`src/rtl/if_stage_fetch_queue.sv`:
```
// Instruction fetch stage: PC, variable-latency imem port, DEPTH-entry fetch queue, IF/ID register.
// rvalid->IF/ID one edge (same edge with IF_QUEUE_BYPASS_EN); stall holds IF/ID, imem_req gated by queue+outstanding<DEPTH.
module if_stage_fetch_queue #(
  parameter int            AW       = 32,
  parameter int            DEPTH    = 4,
  parameter logic [AW-1:0] RESET_PC = '0
) (
  input  logic          clk,
  input  logic          rst,
  input  logic          branch_taken,
  input  logic [AW-1:0] branch_target,
  input  logic          stall,
  output logic          imem_req,
  output logic [AW-1:0] imem_addr,
  input  logic          imem_gnt,
  input  logic          imem_rvalid,
  input  logic [31:0]   imem_rdata,
  output logic          if_id_valid,
  output logic [31:0]   if_id_instr,
  output logic [AW-1:0] if_id_pc_plus4
);
  localparam int PW = $clog2(DEPTH);
  localparam int CW = PW + 1;
  localparam logic [CW:0] DEPTH_S = (CW+1)'(DEPTH);

  typedef struct packed {
    logic [31:0]   instr;
    logic [AW-1:0] pcPlus4;
  } fqEntry_t;

  fqEntry_t      fq [DEPTH];
  logic [AW-1:0] addrFifo [DEPTH];
  logic [PW-1:0] fqRd, fqWr, afRd, afWr;
  logic [CW-1:0] fqCount, outstanding, discard, outstandingNext;
  logic [CW:0]   inFlight;
  logic [AW-1:0] pc;
  logic          grant, respKeep, fqEmpty, bypass, fqPush, fqPop;

  always_comb begin
    inFlight        = {1'b0, fqCount} + {1'b0, outstanding};
    imem_req        = !rst && !branch_taken && (inFlight < DEPTH_S);
    imem_addr       = pc;
    grant           = imem_req && imem_gnt;
    outstandingNext = outstanding + CW'(grant) - CW'(imem_rvalid);
    respKeep        = imem_rvalid && (discard == '0);
    fqEmpty         = (fqCount == '0);
`ifdef IF_QUEUE_BYPASS_EN
    bypass          = respKeep && fqEmpty && !stall && !branch_taken;
`else
    bypass          = 1'b0;
`endif
    fqPush          = respKeep && !branch_taken && !bypass;
    fqPop           = !branch_taken && !stall && !fqEmpty;
  end

  // Storage arrays carry no reset; pointers and counts define what is live.
  always_ff @(posedge clk) begin
    if (grant) addrFifo[afWr] <= pc + AW'(4);
    if (fqPush) fq[fqWr] <= '{instr: imem_rdata, pcPlus4: addrFifo[afRd]};
  end

  always_ff @(posedge clk or posedge rst) begin
    if (rst) begin
      pc          <= RESET_PC;
      outstanding <= '0;
      discard     <= '0;
      fqRd        <= '0;
      fqWr        <= '0;
      fqCount     <= '0;
      afRd        <= '0;
      afWr        <= '0;
    end else begin
      outstanding <= outstandingNext;
      if (branch_taken) begin
        // Everything still in flight after this edge belongs to the old path.
        pc      <= branch_target;
        discard <= outstandingNext;
        fqRd    <= '0;
        fqWr    <= '0;
        fqCount <= '0;
        afRd    <= '0;
        afWr    <= '0;
      end else begin
        if (grant) begin
          pc   <= pc + AW'(4);
          afWr <= afWr + 1'b1;
        end
        if (imem_rvalid) begin
          if (discard != '0) discard <= discard - 1'b1;
          else afRd <= afRd + 1'b1;
        end
        if (fqPush) fqWr <= fqWr + 1'b1;
        if (fqPop) fqRd <= fqRd + 1'b1;
        fqCount <= fqCount + CW'(fqPush) - CW'(fqPop);
      end
    end
  end

  always_ff @(posedge clk or posedge rst) begin
    if (rst) begin
      if_id_valid    <= 1'b0;
      if_id_instr    <= '0;
      if_id_pc_plus4 <= '0;
    end else if (branch_taken) begin
      if_id_valid    <= 1'b0;
      if_id_instr    <= '0;
      if_id_pc_plus4 <= '0;
    end else if (stall) begin
      if_id_valid    <= if_id_valid;
      if_id_instr    <= if_id_instr;
      if_id_pc_plus4 <= if_id_pc_plus4;
    end else if (bypass) begin
      if_id_valid    <= 1'b1;
      if_id_instr    <= imem_rdata;
      if_id_pc_plus4 <= addrFifo[afRd];
    end else if (!fqEmpty) begin
      if_id_valid    <= 1'b1;
      if_id_instr    <= fq[fqRd].instr;
      if_id_pc_plus4 <= fq[fqRd].pcPlus4;
    end else begin
      if_id_valid    <= 1'b0;
      if_id_instr    <= '0;
      if_id_pc_plus4 <= '0;
    end
  end
endmodule

```
`config.mk`:
```
export PLATFORM = sky130hd
export DESIGN_NAME = if_stage_fetch_queue
export DESIGN_NICKNAME = d
export VERILOG_FILES = /design/src/rtl/if_stage_fetch_queue.sv
export SDC_FILE = /design/constraint.sdc
export NUM_CORES = 1
export LEC_CHECK = 0
export ABC_AREA = 1
export ABC_CLOCK_PERIOD_IN_PS = 10300
export CAP_MARGIN = 0
export CORE_ASPECT_RATIO = 1.1
export CORE_UTILIZATION = 55
export CTS_CLUSTER_DIAMETER = 150
export DETAILED_ROUTE_END_ITERATION = 10
export GPL_TIMING_DRIVEN = 0
export PLACE_DENSITY = 0.83
export RECOVER_POWER = 50
export SYNTH_ARGS = -nofsm -noshare
export SYNTH_HDL_FRONTEND = slang
export SYNTH_SLANG_ARGS = --single-unit
export TNS_END_PERCENT = 100
```
`constraint.sdc`:
```
create_clock -name clk -period 10.3 [get_ports clk]
set_clock_uncertainty 0.2 [all_clocks]
set_input_delay 1.545 -clock clk [delete_from_list [all_inputs] [get_ports clk]]
set_output_delay 1.545 -clock clk [all_outputs]
set_load 0.02 [all_outputs]
```
==> metrics.md <==
| Metric | Value |
|---|---|
| Gr usage total | 0.269 |
| Area growth syn-to-layout | 20.2% |
| Gr ovfl total | 0 |
| Crit path cell chain | dlygate4sd3_1 -> inv_1 -> nand2_1 -> nor2_1 -> clkdlybuf4s50_1 |
| Commonest non-fill, non-tap cells in the layout | edfxtp_1, nand2_1, nor2_1, o21ai_0, clkdlybuf4s50_1 |
| Clock network fraction of total power | 0.300 |
| Final period util | 0.501 |
| DRC Markers | 0 |
| Global-route wire length before repair | ~76 mm |
| Final worst slack | a little over 5 ns |
| Chip height | 202 um |
| # rows | 73 |
| Clock sink total | roughly 500 |
| Final Hold Slack | between 0.3 and 0.4 ns |
| Synth Register Bits | ~500 |
| Die Span X | 184 um |
| Final Max Tran Viols | 0 |
| WP data required | roughly 8.6 ns |
| H-tree depth | 2 |
| Final hold violation count | 0 |
| Startpoint types | input pin |
| Initial Utilization | 0.557 |
| CTS tree | yes |
| Gate power share | 0.255 |
| Prevailing post-synth register cell | edfxtp_1 |
| Hold Buf Count CTS | 0 |
| Clock transition at the registers of the reported paths | ~0.060 ns |
| Sequential fraction of the synthesis area | 0.716 |
| DR pass1 iterations | 5 |
| Final #Nets | between 2,000 and 2,500 |
| Status | finished, final reports clean |
| Worst skew pair latency | roughly 0.55 ns |
| TritonCTS buffer count | 48 |
| RD Place Congestion | between 0.8 and 0.9 |
| Max-slew headroom | 0.201 |
| Hold Path Class | reg -> reg |
| P_int | 0.00387 W |
| Vias in the first global route | between 10,000 and 15,000 |
| Syn Inst Count | about 1,700 |
| Root buffer cell | clkbuf_16 |
| Largest area contributor in the netlist | edfxtp_1 |
| Total leakage power | between 9 and 10 nW |
| Crit. End Element | output port |
| Final instance count without filler cells | about 2,500 |
| Clk buf depth | 3 |
| Avg WL per Cell | about 20 um |
| Post-Syn Area | between 20,000 and 25,000 um2 |
| Post-CTS setup buffers | 0 |
| 1st-iter DRT viols | ~1,400 |
| CTS resizes | 0 |
| Syn_nets | about 1,800 |
| Mean Syn Cell Area | roughly 12 um2 |
| Crit path arrival time | about 3.4 ns |
| Design Power | approximately 0.0057 W |
| Power Dens Cells | ~230 nW/um2 |
| Psw | about 0.0018 W |
| Total I/O pin count | about 170 |
| Antenna Violating Nets Remaining | 0 |
| Crit-path slowest cell | clkdlybuf4s50_1 |
| Setup TNS | 0 ns |
| Async SR Flop Fraction | 0.229 |
| Layout cells sized above 1 | 0.0544 |
| Actual slew at the worst max-slew pin | about 1.2 ns |
| Core area | roughly 36,000 um2 |
| Inst Count DP | about 2,400 |
| Via count | about 14,000 |
| Max Cap Viol | 0 |
| Sw Ratio | 0.317 |
| Crit Path Max Fanout | 9 |
| Synth area leaders | edfxtp_1, dfrtp_1, nand2_1, o21ai_0, nor2_1 |
| Sequential share of power | 0.445 |
| Post-synthesis cell type count | 31 |
| RSZ-0062 raised after global routing | no |
| CP Class | in -> out |
| Top-area cell type share of the netlist area | 0.574 |
| Post-DP HPWL | 31.7 mm |
| Setup WS pre-CTS | 5.46 ns |
| Avg Vias per Cell | 5.81 |
| Die Area | about 37,000 um2 |
| Highest clock rate | roughly 0.19 GHz |
| Maximum vdd drop | 150 uV |
| Initial antenna violation count | 4 |
| Final Critical Period | 5.16 ns |
| Number of synthesized flops with an enable pin | approximately 380 |
| Ys Warns | 0 |
| Largest net degree at the start of global routing | 93 |
| Final count of negative-setup-slack endpoints | 0 |
| Commonest non-fill, non-tap cell in the layout | edfxtp_1 |
| Worst path max stage delay | 0.64 ns |
| Total wire length | about 50 mm |
| PortBufs | roughly 170 |
[metrics by stage]
stage,utilization,area (um2)
2_1_floorplan,-,20100
3_3_place_gp,0.620,22400
3_5_place_dp,0.629,22700
4_1_cts,0.671,24200
5_1_grt,0.669,24100
6_report,0.669,24100
[power by group through the flow]
stage | Clock (W) | Combinational [W] | Sequential (W)
finish | 0.00170 | 0.00144 | 0.00252
global route | 0.00177 | 0.00156 | 0.00254
CTS | 0.00171 | 0.00144 | 0.00252
detailed placement | 0 | 0.00142 | 0.00256
global placement | 0 | 0.00135 | 0.00255
floorplan | 0 | 0.000700 | 0.00266
[synth_stat cells (all sizes together) (4+ instances only)]
cell type / count
edfxtp: 384
nand2: 351
nor2: 253
o21ai: 206
dfrtp: 114
nand3: 108
o22ai: 96
inv: 72
clkbuf: 62
buf: 33
ha: 17
xor2: 8
nand3b: 5
o211ai: 5
and2: 4
xnor2: 4
[layout make-up]
| class | count | area [um2] |
|---|---|---|
| fillers | 2468 | 11900 |
| inverters | 72 | 272 |
| well taps | 487 | 609 |
| diodes | 1 | 2.50 |
| repair buffers | 180 | 1950 |
| clock inverters | 22 | 181 |
| flip-flops and latches | 498 | 14400 |
| clock buffers | 65 | 1330 |
| multi-input cells | 1071 | 5040 |
| plain buffers | 95 | 382 |
[registers in the layout, summed over array words and instances (netlist names)]
name            cells
addrFifo          128
afRd                2
afWr                2
discard             3
fq                256
fqCount             3
fqRd                2
fqWr                2
if_id_instr        32
if_id_pc_plus4     32
if_id_valid         1
imem_addr          32
outstanding         3
[cells by family (layout without fill, tap and decap cells)]
kind of cell | Yosys count | in the layout | share of synthesized area
other cells | 0 | 1 | 0
compound gates | 317 | 317 | 0.0865
simple gates | 723 | 723 | 0.146
buf+inv | 167 | 434 | 0.0333
fa+ha+maj | 19 | 19 | 0.0126
flops | 498 | 498 | 0.716
xor+xnor | 12 | 12 | 0.00523
[layer usage]
metal | routed length, um | GRT usage | vias to the layer above
met5 | 44 | 0 | -
met4 | 1920 | 0.113 | 6
met3 | 4600 | 0.0438 | 148
met2 | 24900 | 0.455 | 846
met1 | 18400 | 0.343 | 6951
li1 | - | - | 6518
[critical path, delay by kind of cell]
family                 cells  cell delay (ns)
AND/OR/NAND/NOR            2             0.31
buffers and inverters      3             1.55
[path summary, 6_finish.rpt]
| kind | startpoint | slack [ns] | endpoint | cells past startpoint |
|---|---|---|---|---|
| worst max register to register | fqCount[2] | 7.07 | discard[2] | 13 |
| min in group asynchronous | rst | 1.57 | discard[0] | 2 |
| max in group asynchronous | rst | 7.33 | if_id_pc_plus4[27] | 3 |
| worst max-delay path | branch_taken | 5.14 | imem_req | 5 |
| worst min register to register | discard[1] | 0.30 | discard[1] | 2 |
| worst min-delay path | discard[1] | 0.30 | discard[1] | 2 |
No activity file was read; power rests on OpenSTA's default activity.
